<file path="src/rtl/pc_sequencer_if.sv">
// Control/status bundle between a fetch controller (master) and pc_sequencer (slave).
interface pc_sequencer_if #(
    parameter int unsigned AWIDTH    = 6,
    parameter int unsigned RAS_DEPTH = 4
);
    localparam int unsigned LW = $clog2(RAS_DEPTH + 1);

    logic              stall;
    logic              halt_req;
    logic              resume;
    logic [AWIDTH-1:0] inc;
    logic              br_en;
    logic [AWIDTH-1:0] br_off;
    logic              jmp_en;
    logic [AWIDTH-1:0] jmp_addr;
    logic              call_en;
    logic              ret_en;
    logic [AWIDTH-1:0] addr;
    logic              addr_valid;
    logic              halted;
    logic              fault;
    logic [LW-1:0]     ras_level;

    modport master (
        output stall, halt_req, resume, inc, br_en, br_off, jmp_en, jmp_addr, call_en, ret_en,
        input  addr, addr_valid, halted, fault, ras_level
    );

    modport slave (
        input  stall, halt_req, resume, inc, br_en, br_off, jmp_en, jmp_addr, call_en, ret_en,
        output addr, addr_valid, halted, fault, ras_level
    );
endinterface

</file>
<file path="src/rtl/pc_sequencer.sv">
// Program-counter sequencer with priority next-address mux, return-address stack and halt FSM.
// Optional range check against MEM_DEPTH is enabled by defining BOUNDS_CHECK_EN.
module pc_sequencer #(
    parameter int unsigned       AWIDTH    = 6,
    parameter int unsigned       RAS_DEPTH = 4,
    parameter logic [AWIDTH-1:0] RST_ADDR  = '0,
    parameter int unsigned       MEM_DEPTH = 64
) (
    input logic           clk,
    input logic           rst,
    pc_sequencer_if.slave bus
);
    localparam int unsigned LW = $clog2(RAS_DEPTH + 1);

    typedef enum logic [1:0] {StBoot, StRun, StHalt} state_e;

    state_e            state_q, state_d;
    logic [AWIDTH-1:0] addr_q, addr_d;
    logic              fault_q, fault_d;
    logic [LW-1:0]     level_q, level_d;
    logic [AWIDTH-1:0] ras_q [RAS_DEPTH];
    logic [AWIDTH-1:0] ras_d [RAS_DEPTH];

    logic [AWIDTH-1:0] seq_addr;
    logic [AWIDTH-1:0] nxt_addr;
    logic [AWIDTH-1:0] top;
    logic              push, pop, err;

    always_ff @(posedge clk or negedge rst) begin
        if (!rst) begin
            state_q <= StBoot;
            addr_q  <= RST_ADDR;
            fault_q <= 1'b0;
            level_q <= '0;
            ras_q   <= '{default: '0};
        end else begin
            state_q <= state_d;
            addr_q  <= addr_d;
            fault_q <= fault_d;
            level_q <= level_d;
            ras_q   <= ras_d;
        end
    end

    always_comb begin
        state_d  = state_q;
        addr_d   = addr_q;
        fault_d  = fault_q;
        level_d  = level_q;
        ras_d    = ras_q;
        seq_addr = addr_q + bus.inc;
        nxt_addr = seq_addr;
        push     = 1'b0;
        pop      = 1'b0;
        err      = 1'b0;

        top = '0;
        for (int unsigned i = 0; i < RAS_DEPTH; i++) begin
            if (level_q == LW'(i + 1)) top = ras_q[i];
        end

        // Priority: ret > call > jmp > branch > increment; br_off wraps as two's complement.
        if (bus.ret_en) begin
            nxt_addr = top;
            pop      = 1'b1;
            err      = (level_q == '0);
        end else if (bus.call_en) begin
            nxt_addr = bus.jmp_addr;
            push     = 1'b1;
            err      = (level_q == LW'(RAS_DEPTH));
        end else if (bus.jmp_en) begin
            nxt_addr = bus.jmp_addr;
        end else if (bus.br_en) begin
            nxt_addr = addr_q + bus.br_off;
        end

`ifdef BOUNDS_CHECK_EN
        if (32'(nxt_addr) >= MEM_DEPTH) err = 1'b1;
`endif

        unique case (state_q)
            StBoot: state_d = StRun;
            StRun: begin
                if (!bus.stall) begin
                    if (err) begin
                        fault_d = 1'b1;
                        state_d = StHalt;
                    end else begin
                        addr_d = nxt_addr;
                        if (push) begin
                            for (int unsigned i = 0; i < RAS_DEPTH; i++) begin
                                if (level_q == LW'(i)) ras_d[i] = seq_addr;
                            end
                            level_d = level_q + 1'b1;
                        end
                        if (pop) level_d = level_q - 1'b1;
                    end
                end
                if (bus.halt_req) state_d = StHalt;
            end
            StHalt: begin
                if (bus.resume && !fault_q) state_d = StRun;
            end
            default: state_d = StBoot;
        endcase
    end

    assign bus.addr       = addr_q;
    assign bus.addr_valid = (state_q == StRun);
    assign bus.halted     = (state_q == StHalt);
    assign bus.fault      = fault_q;
    assign bus.ras_level  = level_q;
endmodule
</file>
<file path="src/flat_wrapper.sv">
// flat-port wrapper written by rule: the top's interface ports become plain ports
module pc_sequencer_flat 
#(
    parameter int unsigned       AWIDTH    = 6,
    parameter int unsigned       RAS_DEPTH = 4,
    parameter logic [AWIDTH-1:0] RST_ADDR  = '0,
    parameter int unsigned       MEM_DEPTH = 64
)
  (clk, rst, bus_stall, bus_halt_req, bus_resume, bus_inc, bus_br_en, bus_br_off, bus_jmp_en, bus_jmp_addr, bus_call_en, bus_ret_en, bus_addr, bus_addr_valid, bus_halted, bus_fault, bus_ras_level);
  pc_sequencer_if #(.AWIDTH(AWIDTH), .RAS_DEPTH(RAS_DEPTH)) bus_i ();
  input logic clk;
  input logic rst;
  input wire logic [$bits(bus_i.stall)-1:0] bus_stall;
  input wire logic [$bits(bus_i.halt_req)-1:0] bus_halt_req;
  input wire logic [$bits(bus_i.resume)-1:0] bus_resume;
  input wire logic [$bits(bus_i.inc)-1:0] bus_inc;
  input wire logic [$bits(bus_i.br_en)-1:0] bus_br_en;
  input wire logic [$bits(bus_i.br_off)-1:0] bus_br_off;
  input wire logic [$bits(bus_i.jmp_en)-1:0] bus_jmp_en;
  input wire logic [$bits(bus_i.jmp_addr)-1:0] bus_jmp_addr;
  input wire logic [$bits(bus_i.call_en)-1:0] bus_call_en;
  input wire logic [$bits(bus_i.ret_en)-1:0] bus_ret_en;
  output wire logic [$bits(bus_i.addr)-1:0] bus_addr;
  output wire logic [$bits(bus_i.addr_valid)-1:0] bus_addr_valid;
  output wire logic [$bits(bus_i.halted)-1:0] bus_halted;
  output wire logic [$bits(bus_i.fault)-1:0] bus_fault;
  output wire logic [$bits(bus_i.ras_level)-1:0] bus_ras_level;
  assign bus_i.stall = bus_stall;
  assign bus_i.halt_req = bus_halt_req;
  assign bus_i.resume = bus_resume;
  assign bus_i.inc = bus_inc;
  assign bus_i.br_en = bus_br_en;
  assign bus_i.br_off = bus_br_off;
  assign bus_i.jmp_en = bus_jmp_en;
  assign bus_i.jmp_addr = bus_jmp_addr;
  assign bus_i.call_en = bus_call_en;
  assign bus_i.ret_en = bus_ret_en;
  assign bus_addr = bus_i.addr;
  assign bus_addr_valid = bus_i.addr_valid;
  assign bus_halted = bus_i.halted;
  assign bus_fault = bus_i.fault;
  assign bus_ras_level = bus_i.ras_level;
  pc_sequencer #(.AWIDTH(AWIDTH), .RAS_DEPTH(RAS_DEPTH), .RST_ADDR(RST_ADDR), .MEM_DEPTH(MEM_DEPTH)) u_core (.clk(clk), .rst(rst), .bus(bus_i));
endmodule
</file>
<file path="config.mk">
export PLATFORM = sky130hd
export DESIGN_NAME = pc_sequencer_flat
export DESIGN_NICKNAME = d
export VERILOG_FILES = /design/src/rtl/pc_sequencer_if.sv /design/src/rtl/pc_sequencer.sv /design/src/flat_wrapper.sv
export SDC_FILE = /design/constraint.sdc
export NUM_CORES = 1
export LEC_CHECK = 0
export ABC_AREA = 1
export ABC_CLOCK_PERIOD_IN_PS = 4600
export CORE_MARGIN = 2
export CORE_UTILIZATION = 58
export CTS_CLUSTER_SIZE = 14
export DETAILED_ROUTE_END_ITERATION = 6
export PLACE_DENSITY = 0.85
export SYNTH_ARGS = -nofsm -noshare
export SYNTH_HDL_FRONTEND = slang
export SYNTH_SLANG_ARGS = --single-unit
export TNS_END_PERCENT = 10
</file>
<file path="constraint.sdc">
create_clock -name clk -period 4.6 [get_ports clk]
set_input_delay 0.92 -clock clk [delete_from_list [all_inputs] [get_ports clk]]
set_output_delay 0.92 -clock clk [all_outputs]
set_load 0.05 [all_outputs]
</file>
==> results of run 1 <==
==> final cells by class <==
| type | count | area [µm²] |
|---|---|---|
| Inverter | 47 | 184 |
| Timing Repair Buffer | 38 | 375 |
| Clock inverter | 2 | 13.8 |
| Fill cell | 334 | 1280 |
| Clock buffer | 6 | 82.6 |
| Sequential cell | 36 | 901 |
| Tap cell | 52 | 65.1 |
| Multi-Input combinational cell | 226 | 1390 |
==> flip-flops by register name, indices dropped and copies added, names as in the netlist <==
name,cells
u_core.ras_q,24
u_core.bus.ras_level,3
u_core.bus.fault,1
u_core.bus.addr,6
u_core.state_q,2
==> final timing paths <==
check,cells past startpoint,from,slack [ns],end
setup / recovery,8,bus_inc[0],1.91,u_core.bus.addr[2]$_DFFE_PN0P_
hold / removal,2,u_core.ras_q[17]$_DFFE_PN0P_,0.52,u_core.ras_q[17]$_DFFE_PN0P_
setup reg to reg,12,u_core.bus.ras_level[0]$_DFFE_PN0P_,2.48,u_core.ras_q[19]$_DFFE_PN0P_
hold reg to reg,2,u_core.ras_q[17]$_DFFE_PN0P_,0.52,u_core.ras_q[17]$_DFFE_PN0P_
max in group asynchronous,1,rst,3.40,u_core.bus.addr[3]$_DFFE_PN0P_
min in group asynchronous,1,rst,0.70,u_core.ras_q[21]$_DFFE_PN0P_
==> power by group through the flow <==
stage | Combinational [mW] | Sequential, mW | Clock [mW]
after floorplan | 0.699 | 0.664 | 0
after detailed placement | 1.11 | 0.558 | 0
after global routing | 1.23 | 0.571 | 0.262
after global placement | 1.10 | 0.552 | 0
final | 1.12 | 0.555 | 0.245
after CTS | 1.12 | 0.554 | 0.247
==> cell families after synthesis <==
group                      share of synthesized area
AOI/OAI and AO/OA                              0.161
DFF                                            0.355
adders and majority gates                     0.0947
and+or+nand+nor                                0.269
xor gates and xnor gates                      0.0242
buffers and inverters                         0.0957
==> worst max-delay path: cells and delay by family <==
kind	cells	cell delay [ns]
adder cells (fa/ha/maj)	2	0.65
buffers and inverters	1	0.42
AO/OA/AOI/OAI	4	0.67
XOR/XNOR	1	0.25
==> through the flow <==
stage,hold WS [ns],setup WS (ns),instances
after floorplan,0.459,2.35,315
after global placement,0.476,1.67,399
after detailed placement,0.495,1.62,399
after CTS,0.514,1.93,407
after global routing,0.535,1.76,407
final,0.515,1.91,407
==> Yosys cell counts, drive strengths merged <==
library cell / n / area [µm²]
dfrtp: 36 / 901
inv: 46 / 180
nor2: 27 / 171
a21oi: 25 / 166
nand2: 88 / 370
fa: 2 / 40.0
o2bb2ai: 2 / 17.5
a2bb2oi: 2 / 17.5
buf: 5 / 55.1
ha: 16 / 200
nor3: 1 / 5.00
a22oi: 1 / 7.51
o221ai: 1 / 8.76
nand3b: 2 / 15.0
xor2: 6 / 52.6
xnor2: 1 / 8.76
a21o: 1 / 7.51
nand4: 1 / 6.26
clkbuf: 1 / 3.75
nand3: 22 / 115
o21ai: 24 / 146
o211ai: 3 / 22.5
o21a: 1 / 15.0
clkinv: 1 / 3.75
==> cell usage in the layout, fill, tap and decap left out, drive strengths merged <==
master / count
nand3: 22
xnor2: 1
inv: 47
dfrtp: 36
o21ai: 24
nand3b: 2
a2bb2oi: 2
ha: 16
a21o: 1
o21a: 1
nor3: 1
nor2: 27
o211ai: 3
a21oi: 25
o2bb2ai: 2
nand4: 1
clkbuf: 6
clkdlybuf4s50: 37
nand2: 88
a22oi: 1
clkinv: 2
buf: 1
fa: 2
xor2: 6
o221ai: 1
==> routing by layer <==
metal / global-route usage / vias to the layer above
li1: - / 1089
met1: 0.369 / 1029
met2: 0.380 / 79
met3: 0.0361 / 6
met4: 0.0577 / 0
met5: 0 / -
==> impl_summary.txt, run 1 <==
----------------------------------------------------
[Worst setup path]
  Crit. End Element ... flip-flop
  Arrival time at the worst endpoint ... 2.91 ns
  Most numerous cell on the critical path ... sky130_fd_sc_hd__o21ai_0
  Launching element type of the critical path ... input port
  Worst path required time ... 4.82 ns
  Ordered cell list for the critical path ... clkdlybuf4s50_1 > ha_1 > fa_1 > xor2_1 > o21ai_0 > o21ai_0 > a21oi_1 > a2bb2oi_1
  Largest incremental delay on the critical path ... 0.42 ns
  Category of the critical setup timing path ... input port to flip-flop
  Maximum net fanout on the critical path ... 3
  Max stage delay cell, worst path ... sky130_fd_sc_hd__clkdlybuf4s50_1

[Global routing]
  First-pass GRT wire length ... 9640 µm
  Overflow after GRT ... 0
  Via count of the first global-routing pass ... 2032
  Largest net degree at the start of global routing ... 37
  Global-route total usage across every layer ... 0.247
  Antenna violations before repair ... 0

[Detailed routing]
  DRC violation count after routing ... 0
  WL/cell ... ~14 µm
  Detailed-routing iteration count for the pre-antenna-repair pass ... 5
  Total routed wirelength ... 5700 µm
  Met2 Wirelength ... roughly 2600 µm
  Length of routed met3 wiring ... 408 µm
  Drt via density ... approximately 5.4
  Top metal layer carrying routed signals ... met4
  Wire length the detailed router placed on met1 ... 2610 µm
  Via count ... between 2000 and 2500
  Number of DRC markers after the initial detailed-route iteration ... 106
  Number of nets with antenna violations after routing ... 0

[Floorplanning]
  FP Rows ... 24
  Area of the core region ... 4290 µm²
  Die outline width ... approximately 70 µm
  Die height ... 70.1 µm
  Initial cell density of the core ... 0.591
  IO Pins ... 39
  Total Die Area ... just under 5000 µm²

[Flow run]
  Maximum capacitance violations ... 0

[Power]
  Peak supply drop ... approximately 0.51 mV
  Switching Fraction ... 0.496
  Sequential group share of total power ... 0.289
  Power density relative to cell area ... 636 nW/µm²
  Overall power after layout ... 1.92 mW
  Internal cell power ... 0.966 mW
  Leakage ... 1.51 nW
  Net switching power of the design ... 0.951 mW
  Clock network fraction of total power ... 0.128
  Comb pwr share ... 0.583

[Layout]
  Final instance area ... between 3000 and 4000 µm²
  Count of antenna diodes in the layout ... 0
  Area Growth Syn to Fin ... 18.8%
  Number of nets in the layout ... 399
  Final core area utilization ... 0.702
  Fraction of layout cells with a size suffix above 1 ... 0.135

[Timing]
  Maximum clock rate ... 0.372 GHz
  Max transition margin ... 0.474
  Unrepaired setup endpoints after global routing ... false
  Number of setup violations in the final report ... 0
  Pins over their slew limit ... 0
  Largest clock skew in the final design ... 0.00276 ns
  Min cycle time layout ... ~2.7 ns
  Period Utilization, post-route ... 0.584
  Final Hold Violating Endpoints ... 0
  Setup TNS after final layout ... 0 ns
  Actual transition at the worst max-transition pin ... about 0.8 ns

[Worst hold path]
  Worst min-delay path class ... flip-flop to flip-flop

[Clock network]
  CTS Buffer Depth ... 2
  Resized cells post-CTS ... 0
  Number of clock sinks seen by CTS ... 36
  CTS root buf ... sky130_fd_sc_hd__clkbuf_8
  Clock-pin slew on the worst setup and hold paths ... ~0.070 ns
  Number of hold buffers added after cts ... 0
  H-tree levels ... 2
  TritonCTS clock tree ... yes
  Clock insertion delay at the later pin of the skew report ... about 0.29 ns
  Clock buffers created by TritonCTS ... 5
  Number of post-CTS setup repair buffers ... 0

[Run status]
  Outcome ... complete, no violations

[Synth]
  Nets in the synthesized netlist ... 360
  Post-synthesis instance total ... 315
  Post-synth design cell area ... roughly 2500 µm²
  Post-synthesis cell type count ... 38
  Mean area per synthesized cell ... between 8 and 9 µm²
  Sequential cell area fraction in the yosys report ... 0.355
  Number of flip-flops and latches in the synthesized netlist ... 36
  Synth warnings ... 0

[Placed design]
  Cell area reported after detailed placement ... 2920 µm²
  IO Port Bufs ... 38
  Detailed placer's ending HPWL ... about 4400 µm
  Final estimated routing congestion in global placement ... around 0.90

----------------------------------------------------
(Power assumes the default switching activity.)
==> run 2, diff against run 1 <==
--- a/config.mk
+++ b/config.mk
@@ -6,12 +6,12 @@
 export NUM_CORES = 1
 export LEC_CHECK = 0
 export ABC_AREA = 1
-export ABC_CLOCK_PERIOD_IN_PS = 4600
+export ABC_CLOCK_PERIOD_IN_PS = 2200
 export CORE_MARGIN = 2
-export CORE_UTILIZATION = 58
+export CORE_UTILIZATION = 49
 export CTS_CLUSTER_SIZE = 14
 export DETAILED_ROUTE_END_ITERATION = 6
-export PLACE_DENSITY = 0.85
+export PLACE_DENSITY = 0.77
 export SYNTH_ARGS = -nofsm -noshare
 export SYNTH_HDL_FRONTEND = slang
 export SYNTH_SLANG_ARGS = --single-unit
==> constraint.sdc (replaced) <==
create_clock -name clk -period 2.2 [get_ports clk]
set_input_delay 0.44 -clock clk [delete_from_list [all_inputs] [get_ports clk]]
set_output_delay 0.44 -clock clk [all_outputs]
set_load 0.05 [all_outputs]
==> impl_summary.txt, run 2 (synthesis gave the netlist of run 1 again) <==
----------------------------------------------------
[Power]
  Overall power after layout ... 4.13 mW (+120%)
  Comb pwr share ... 0.607 (+0.024)
  Internal cell power ... 2.13 mW (+120%)
  Switching Fraction ... 0.485 (-0.0111)
  Peak supply drop ... 0.862 mV (+70%)
  Leakage ... 1.59 nW (+5.1%)
  Net switching power of the design ... 2.00 mW (+110%)
  Sequential group share of total power ... 0.279 (-0.010)
  Power density relative to cell area ... 1300 nW/µm² (+110%)
  Clock network fraction of total power ... 0.114 (-0.014)

[Global routing]
  Global-route total usage across every layer ... 0.225 (-0.0216)
  Largest net degree at the start of global routing ... 37 (unchanged)
  First-pass GRT wire length ... 10400 µm (+8.4%)
  Overflow after GRT ... 0 (unchanged)
  Via count of the first global-routing pass ... 2222 (+9.4%)
  Antenna violations before repair ... 0 (unchanged)

[Detailed routing]
  DRC violation count after routing ... 0 (unchanged)
  WL/cell ... 13.3 µm (-4.9%)
  Drt via density ... 4.83 (-11%)
  Detailed-routing iteration count for the pre-antenna-repair pass ... 4 (-1)
  Number of nets with antenna violations after routing ... 0 (unchanged)
  Number of DRC markers after the initial detailed-route iteration ... 111 (+4.7%)
  Total routed wirelength ... 5870 µm (+3.1%)
  Via count ... 2130 (-3.3%)

[Floorplanning]
  Area of the core region ... 5040 µm² (+17%)
  Die height ... 76.0 µm (+8.3%)
  IO Pins ... 39 (unchanged)
  Die outline width ... 76.0 µm (+8.3%)
  Initial cell density of the core ... 0.503 (-0.0877)
  FP Rows ... 26 (+8.3%)
  Total Die Area ... 5770 µm² (+17%)

[Clock network]
  TritonCTS clock tree ... yes
  Number of post-CTS setup repair buffers ... 0 (unchanged)
  Clock-pin slew on the worst setup and hold paths ... 0.07 ns (about the same)
  Resized cells post-CTS ... 0 (unchanged)
  CTS root buf ... sky130_fd_sc_hd__clkbuf_8
  Number of hold buffers added after cts ... 0 (unchanged)
  Number of clock sinks seen by CTS ... 36 (unchanged)
  CTS Buffer Depth ... 2 (unchanged)
  Clock insertion delay at the later pin of the skew report ... 0.29 ns (about the same)
  Clock buffers created by TritonCTS ... 5 (unchanged)
  H-tree levels ... 2 (unchanged)

[Timing]
  Post-route worst hold slack ... 0.490 ns (-0.0257 ns)
  Final Hold Violating Endpoints ... 0 (unchanged)
  Setup TNS after final layout ... 0 ns (unchanged)
  Max transition margin ... 0.670 (+0.196)
  Number of setup violations in the final report ... 0 (unchanged)
  Period Utilization, post-route ... 0.951
  Min cycle time layout ... 2.09 ns
  Unrepaired setup endpoints after global routing ... false
  Maximum clock rate ... 0.478 GHz
  Pins over their slew limit ... 0 (unchanged)
  Actual transition at the worst max-transition pin ... 0.494 ns (-0.296 ns)
  Largest clock skew in the final design ... 0.00874 ns (+0.00598 ns)

[Layout]
  Most frequent standard cell in the layout excluding fill and tap cells ... sky130_fd_sc_hd__nand2_1
  Number of flip-flops in the largest register ... 24 (unchanged)
  Count of antenna diodes in the layout ... 0 (unchanged)
  Number of nets in the layout ... 415 (+4.0%)
  Area Growth Syn to Fin ... 24.8%
  Register with the most flip-flops ... u_core.ras_q
  Final core area utilization ... 0.628 (-0.0742)
  Final std cells w/o fill ... 441 (+8.4%)
  Fraction of layout cells with a size suffix above 1 ... 0.170 (+0.0346)
  Top library cells by usage in the layout, fill and taps aside ... sky130_fd_sc_hd__nand2_1, sky130_fd_sc_hd__inv_1, sky130_fd_sc_hd__clkdlybuf4s50_1

[Placed design]
  Placed cell count ... 432 (+8.3%)
  Detailed placer's ending HPWL ... 4690 µm (+7.4%)
  Final estimated routing congestion in global placement ... 0.969 (+8.1%)
  IO Port Bufs ... 38 (unchanged)

[Worst setup path]
  Category of the critical setup timing path ... flip-flop to output pin
  Maximum net fanout on the critical path ... 2 (-1)
  Arrival time at the worst endpoint ... 1.65 ns (-1.26 ns)
  Worst path required time ... 1.76 ns (-3.06 ns)
  Crit. End Element ... output pin
  Launching element type of the critical path ... flip-flop

[Run status]
  Outcome ... complete, no violations

[Worst hold path]
  Worst min-delay path class ... flip-flop to flip-flop

[Flow run]
  Maximum capacitance violations ... 0 (unchanged)

----------------------------------------------------
==> run 2: power groups by stage <==
| stage | Clock [mW] | Sequential [mW] | Combinational [mW] |
|---|---|---|---|
| 2_1_floorplan | 0 | 1.39 | 1.46 |
| 4_1_cts | 0.484 | 1.15 | 2.51 |
| 3_3_place_gp | 0 | 1.15 | 2.45 |
| 3_5_place_dp | 0 | 1.16 | 2.50 |
| 6_report | 0.470 | 1.15 | 2.51 |
| 5_1_grt | 0.524 | 1.20 | 2.79 |
==> run 2: layout make-up <==
type	count	area, µm²
clock buffer	5	68.8
multi-input combinational	226	1390
timing repair buffer	54	513
tap	70	87.6
sequential	36	901
fill	438	1880
clock inverter	3	18.8
inverter	47	184
==> run 2: final timing paths <==
| path | to | from | slack (ns) | cells after the start |
|---|---|---|---|---|
| worst max-delay path | bus_halted | u_core.state_q[0]$_DFFE_PN0P_ | 0.11 | 2 |
| worst min-delay path | u_core.bus.fault$_DFFE_PN0P_ | u_core.bus.fault$_DFFE_PN0P_ | 0.49 | 2 |
| worst max register to register | u_core.ras_q[20]$_DFFE_PN0P_ | u_core.bus.ras_level[0]$_DFFE_PN0P_ | 0.27 | 13 |
| worst min register to register | u_core.bus.fault$_DFFE_PN0P_ | u_core.bus.fault$_DFFE_PN0P_ | 0.49 | 2 |
| max in group asynchronous | u_core.ras_q[22]$_DFFE_PN0P_ | rst | 1.33 | 2 |
| min in group asynchronous | u_core.ras_q[13]$_DFFE_PN0P_ | rst | 0.56 | 2 |
==> run 2: worst max-delay path: stages, from the launching register on <==
cell,delay [ns]
sky130_fd_sc_hd__dfrtp_1,0.39
sky130_fd_sc_hd__nor2_1,0.15
sky130_fd_sc_hd__clkdlybuf4s50_1,0.82
==> run 2: through the flow <==
step           area, µm²  setup slack [ns]
3_5_place_dp        3060           -0.0873
2_1_floorplan       2540            0.0140
6_report            3170             0.109
3_3_place_gp        3060          -0.00511
5_1_grt             3170            0.0386
4_1_cts             3150            0.0970
==> run 2: routing by layer <==
layer,track usage,part of all wire,vias up
met2,0.377,0.46,45
li1,-,-,1119
met3,0.0512,0.041,10
met4,0.0673,0.013,0
met1,0.292,0.49,956
met5,0,0,-
